===== config.mk =====
export PLATFORM = sky130hd
export DESIGN_NAME = ex_mul_div
export DESIGN_NICKNAME = d
export VERILOG_FILES = /design/src/rtl/ex_mul_div.sv
export SDC_FILE = /design/constraint.sdc
export NUM_CORES = 1
export LEC_CHECK = 0
export ABC_AREA = 1
export CORE_UTILIZATION = 35
export DETAILED_ROUTE_END_ITERATION = 8
export GPL_TIMING_DRIVEN = 1
export MAX_ROUTING_LAYER = met4
export PLACE_DENSITY = 0.57
export SYNTH_ARGS = -nofsm -noshare
export SYNTH_HDL_FRONTEND = slang
export SYNTH_SLANG_ARGS = --single-unit

===== constraint.sdc =====
create_clock -name clock -period 4.35 [get_ports clock]
set_clock_uncertainty 0.1 [all_clocks]
set_input_delay 0.87 -clock clock [delete_from_list [all_inputs] [get_ports clock]]
set_output_delay 0.87 -clock clock [all_outputs]
set_load 0.005 [all_outputs]

===== src/rtl/ex_mul_div.sv =====
// Iterative MULTU/MULT/DIVU/DIV unit for the EX stage, results kept in HI/LO.
// Latency: start accepted in cycle 0, done pulses in cycle WIDTH+3 for every op and operand.
// Backpressure: stall holds IF/ID and ID/EX from acceptance until the cycle before done.
// Ports: clock/resetN (async active-low); start/op/operandA/operandB come from the ID/EX
//   register outputs; flush aborts any operation; stall/busy/done report progress;
//   hi/lo hold the last result; divByZero flags that the last completed divide had a zero divisor.
module ex_mul_div #(
  parameter int WIDTH = 32
) (
  input  logic             clock,
  input  logic             resetN,
  input  logic             start,
  input  logic [1:0]       op,
  input  logic [WIDTH-1:0] operandA,
  input  logic [WIDTH-1:0] operandB,
  input  logic             flush,
  output logic             stall,
  output logic             busy,
  output logic             done,
  output logic [WIDTH-1:0] hi,
  output logic [WIDTH-1:0] lo,
  output logic             divByZero
);

  localparam int CW = $clog2(WIDTH + 1);

  typedef enum logic [2:0] {IDLE, PREP, RUN, FIX, DONE} state_t;

  state_t             state_q, state_d;
  logic [1:0]         op_q, op_d;
  logic [WIDTH-1:0]   a_q, a_d;          // raw operands, kept for sign and div-by-zero handling
  logic [WIDTH-1:0]   b_q, b_d;
  logic [2*WIDTH-1:0] acc_q, acc_d;      // mul: {hi, lo} product; div: {remainder, quotient}
  logic [WIDTH-1:0]   dvs_q, dvs_d;      // multiplicand or divisor magnitude
  logic [CW-1:0]      cnt_q, cnt_d;
  logic [WIDTH-1:0]   hi_q, hi_d;
  logic [WIDTH-1:0]   lo_q, lo_d;
  logic               dbz_q, dbz_d;

  logic               sign_a, sign_b;
  logic [WIDTH-1:0]   abs_a, abs_b;
  logic [WIDTH:0]     sum, trial;
  logic [2*WIDTH-1:0] prod;
  logic [WIDTH-1:0]   quo, rem;

  // op bit 0 selects the signed variant, bit 1 selects divide
  assign sign_a = op_q[0] & a_q[WIDTH-1];
  assign sign_b = op_q[0] & b_q[WIDTH-1];
  assign abs_a  = sign_a ? -a_q : a_q;
  assign abs_b  = sign_b ? -b_q : b_q;

  always_comb begin
    state_d = state_q;
    op_d    = op_q;
    a_d     = a_q;
    b_d     = b_q;
    acc_d   = acc_q;
    dvs_d   = dvs_q;
    cnt_d   = cnt_q;
    hi_d    = hi_q;
    lo_d    = lo_q;
    dbz_d   = dbz_q;
    stall   = 1'b0;
    sum     = '0;
    trial   = '0;
    prod    = '0;
    quo     = '0;
    rem     = '0;

    case (state_q)
      IDLE: begin
        if (start && !flush) begin
          stall   = 1'b1;
          state_d = PREP;
          op_d    = op;
          a_d     = operandA;
          b_d     = operandB;
          dbz_d   = 1'b0;
        end
      end
      PREP: begin
        stall   = 1'b1;
        state_d = RUN;
        cnt_d   = CW'(WIDTH);
        if (op_q[1]) begin
          acc_d = {{WIDTH{1'b0}}, abs_a};
          dvs_d = abs_b;
        end else begin
          acc_d = {{WIDTH{1'b0}}, abs_b};
          dvs_d = abs_a;
        end
      end
      RUN: begin
        stall = 1'b1;
        cnt_d = cnt_q - CW'(1);
        if (cnt_q == CW'(1)) begin
          state_d = FIX;
        end
        if (op_q[1]) begin
          // Restoring step: shift {rem, quo} left, try subtracting the divisor from the
          // WIDTH+1-bit shifted remainder; no borrow means the quotient bit is 1.
          trial = acc_q[2*WIDTH-1:WIDTH-1] - {1'b0, dvs_q};
          if (!trial[WIDTH]) begin
            acc_d = {trial[WIDTH-1:0], acc_q[WIDTH-2:0], 1'b1};
          end else begin
            acc_d = {acc_q[2*WIDTH-2:0], 1'b0};
          end
        end else begin
          // Shift-add: the low half holds the unconsumed multiplier bits.
          sum   = {1'b0, acc_q[2*WIDTH-1:WIDTH]} + (acc_q[0] ? {1'b0, dvs_q} : '0);
          acc_d = {sum, acc_q[WIDTH-1:1]};
        end
      end
      FIX: begin
        stall   = 1'b1;
        state_d = DONE;
        if (op_q[1]) begin
          quo = acc_q[WIDTH-1:0];
          rem = acc_q[2*WIDTH-1:WIDTH];
          if (sign_a ^ sign_b) quo = -quo;
          if (sign_a)          rem = -rem;
          if (b_q == '0) begin
            quo = '1;
            rem = a_q;
          end
          hi_d  = rem;
          lo_d  = quo;
          dbz_d = (b_q == '0);
        end else begin
          prod = (sign_a ^ sign_b) ? -acc_q : acc_q;
          hi_d = prod[2*WIDTH-1:WIDTH];
          lo_d = prod[WIDTH-1:0];
        end
      end
      DONE: begin
        state_d = IDLE;
      end
      default: begin
        state_d = IDLE;
      end
    endcase

    // Squash: abandon everything in flight, architectural results untouched.
    if (flush) begin
      state_d = IDLE;
      hi_d    = hi_q;
      lo_d    = lo_q;
      dbz_d   = dbz_q;
    end
  end

  always_ff @(posedge clock or negedge resetN) begin
    if (!resetN) begin
      state_q <= IDLE;
      op_q    <= '0;
      a_q     <= '0;
      b_q     <= '0;
      acc_q   <= '0;
      dvs_q   <= '0;
      cnt_q   <= '0;
      hi_q    <= '0;
      lo_q    <= '0;
      dbz_q   <= 1'b0;
    end else begin
      state_q <= state_d;
      op_q    <= op_d;
      a_q     <= a_d;
      b_q     <= b_d;
      acc_q   <= acc_d;
      dvs_q   <= dvs_d;
      cnt_q   <= cnt_d;
      hi_q    <= hi_d;
      lo_q    <= lo_d;
      dbz_q   <= dbz_d;
    end
  end

  assign busy      = (state_q != IDLE);
  assign done      = (state_q == DONE);
  assign hi        = hi_q;
  assign lo        = lo_q;
  assign divByZero = dbz_q;

endmodule


==> impl_metrics.ini <==
[yosys]
ys_warn_count = 0
synth_top_cell_area_share_pct = 28.1
yosys-top-cells-count = 1087 x nand2_1, 417 x nand3_1, 416 x inv_1, 399 x nor2_1, 236 x dfrtp_1
syn_area_um2 = 21000
async_flop_share_pct = 100
synth.most_common_cell = nand2_1
synth_top_area_cell = dfrtp_1
avgSynthCellArea_um2 = 6.10
syn-num-nets = 3587
synth_cells = 3445
synth_edf_count = 0
synth_cell_types = 51
synth-seq-cells = 236
synth.area.top_cells = dfrtp_1 28%, nand2_1 19%, nand3_1 9.9%, inv_1 7.4%, nor2_1 7.1%
ys.flop_type = dfrtp_1
ys_seq_area_share_pct = 28.1

[clock_network]
cts-root-buf = clkbuf_16
clock_sinks = 236
postCtsHoldBufs = 0
clk_latency_ns = 0.60
post_cts_buffers = 0
cts_max_level = 1
cts_tree = built
clk_path_buf_depth = 3
cts_buffers = 30
post_cts_resized = 0
path_clk_slew_ns = 0.06

[route]
drc = 14
drtAntennaViolNets = 0
wirelength_mm = 93.3
vias = 23600
viasPerCell = 5.47
wl_per_cell_um = 21.6
drtIter0Drc = 3149
dr.pass1.iters = 8

[layout]
drive_gt1_share_pct = 4.45
syn_to_final_growth_pct = 15.1
seqCellArea_um2 = 5910
nNetsFinal = 3669
n_fill_cell = 6474
multi_input_area_um2 = 12900
fin_area_um2 = 24200

[global_route]
antenna_found_initial = 7
gr-total-overflow = 0
grt_pass1_vias = 21100
grt_start_max_net_pins = 128
grt_usage_pct = 31.1
grt_first_pass_wirelength_mm = 138

[setup_path]
critPathLaunchType = register
r2r-start = acc_q[31]
cp_max_fo = 30
critical_path_class = reg -> reg
worstPathRequired_ns = 4.78
crit_slowest_cell = dfrtp_1
reg2reg_depth = 19
max_stage_delay_ns = 0.49
cp-endpoint = acc_q[59]
cp-end-kind = register
crit_top_cell = nand2_1
path_cells = inv_1 > ha_1 > fa_1 > inv_1 > nand2_1 > nand2_1 > nand3_1 > nand2_2 > nand2_1 > nand2_1 > nand2_2 > nand2_1 > nand2_2 > nand2_2 > buf_4 > nand3_1 > nand3_1 > nand2_1 > nand2_1
crit_start = acc_q[31]
cp.arrival_ns = 3.80
rr_endpoint = acc_q[59]
r2r_setup_slack_ns = 0.98

[floorplanning]
start_util_pct = 35.5
die_h_um = 247
dieWidth_um = 247
die_area_um2 = 61000
boundaryPins = 138
core_um2 = 59100
rows = 89

[power]
seqPwrFrac_pct = 21.3
swShare_pct = 55.8
peakVddDrop_v = 0.000595
switchingPower_uw = 11100
cellPowerDensity_nw_per_um2 = 822
p_comb_share_pct = 65.4
power_frac_clock_pct = 13.2
internal_power_uw = 8780
p_leak_uw = 0.0121

[timing]
max_freq_ghz = 0.297
rsz0062_at_grt = no
drv_slew = 0
finalCritPeriodShare_pct = 77.5
finalCriticalPeriod_ns = 3.37
tightest_slew_ns = 1.06
final_hold_viol_count = 0
final.setup.worst_slack_ns = 0.981
setup_viol = 0
relSlewSlack_pct = 29.5
tns_ns = 0

[worst_hold_path]
holdCritPathClass = in -> async

[placed_design]
io_buffers = 137
post_dp_cell_area_um2 = 23100
gp_congestion = 1.04
pre_cts_ws_ns = 1.09
dp_hpwl_mm = 72.9

[status]
status = complete, but fails checks
violations = design-rule violations

[job]
drv_cap = 0
## sequential cells by signal, summed over array words and instances (netlist names), 2 cells and up
| signal | cells |
|---|---|
| state_q | 3 |
| a_q | 32 |
| lo | 32 |
| cnt_q | 6 |
| dvs_q | 32 |
| acc_q | 64 |
| b_q | 32 |
| hi | 32 |
| op_q | 2 |
## metrics by stage
| stage | utilization [%] | power (uW) | hold WS [ns] | instances |
|---|---|---|---|---|
| after CTS | 40.9 | 19500 | 0.314 | 4321 |
| after floorplan | - | 12100 | 0.358 | 3445 |
| after global routing | 40.9 | 21300 | 0.343 | 4325 |
| after global placement | 39.2 | 16800 | 0.363 | 4268 |
| final | 40.9 | 19900 | 0.288 | 4325 |
| after detailed placement | 39.2 | 16800 | 0.368 | 4268 |
## layout by cell type (no fill, tap or decap), types with 9 or more instances in the layout
master / instances
o211ai_1: 42
nor3_1: 30
nand2_1: 1087
buf_4: 37
xor2_1: 83
dfrtp_1: 235
nor2_2: 9
a31oi_1: 30
ha_1: 70
o22ai_1: 16
clkbuf_16: 30
nand3b_1: 14
o21ai_0: 133
inv_2: 12
nand4_1: 33
nor2_1: 398
a21oi_1: 160
o221ai_1: 11
nand3_1: 417
o21ai_1: 31
inv_1: 415
xnor2_1: 14
nand2_2: 9
clkdlybuf4s50_1: 136
## cell type report
cell class	count	share of cell area (%)
inverter	430	6.71
multi-input combinational	2649	53.3
clock inverter	11	0.740
tap	773	4.00
clock buffer	42	3.46
antenna	4	0.0414
sequential	236	24.4
timing repair buffer	180	7.34
## worst min path at each step
| stage | startpoint | depth (start not counted) | endpoint | slack, ns |
|---|---|---|---|---|
| 2_1_floorplan | cnt_q[4] | 1 | cnt_q[4] | 0.36 |
| 3_3_place_gp | hi[4] | 2 | hi[4] | 0.36 |
| 3_5_place_dp | hi[6] | 2 | hi[6] | 0.37 |
| 4_1_cts | resetN | 1 | lo[3] | 0.31 |
| 5_1_grt | resetN | 1 | lo[3] | 0.34 |
| 6_report | resetN | 1 | lo[3] | 0.29 |
## metal layers
layer  vias to the layer above  track usage (%)  wire length [um]
li1                      11300                -                 -
met3                       127             5.48              9520
met1                     11100             45.4             42600
met5                         -                -                 0
met4                         0             9.02              2880
met2                      1163             43.1             38300
## cell families (layout without fill, tap and decap cells)
group | count (synthesis) | after routing | share of synthesized area, %
AO/OA/AOI/OAI | 445 | 445 | 11.9
XOR/XNOR | 97 | 97 | 4.05
adder cells (fa/ha/maj) | 72 | 72 | 4.36
buffers and inverters | 560 | 663 | 10.6
flip-flops | 236 | 236 | 28.1
multiplexers | 6 | 6 | 0.322
other | 0 | 4 | 0
AND/OR/NAND/NOR | 2029 | 2029 | 40.6
## critical path: cells and delay by family, from the launching register on
family / cells / cell delay (ns)
buf+inv: 3 / 0.62
flops: 1 / 0.49
simple gates: 14 / 1.42
fa+ha+maj: 2 / 0.65
## power by group through the flow
| stage | combinational (uW) | clock [uW] | sequential (uW) |
|---|---|---|---|
| floorplan | 8380 | 0 | 3740 |
| global placement | 12600 | 0 | 4210 |
| detailed placement | 12600 | 0 | 4220 |
| CTS | 12600 | 2670 | 4180 |
| global route | 14200 | 2760 | 4300 |
| finish | 13000 | 2630 | 4240 |
Power figures use the tool's default switching activity.
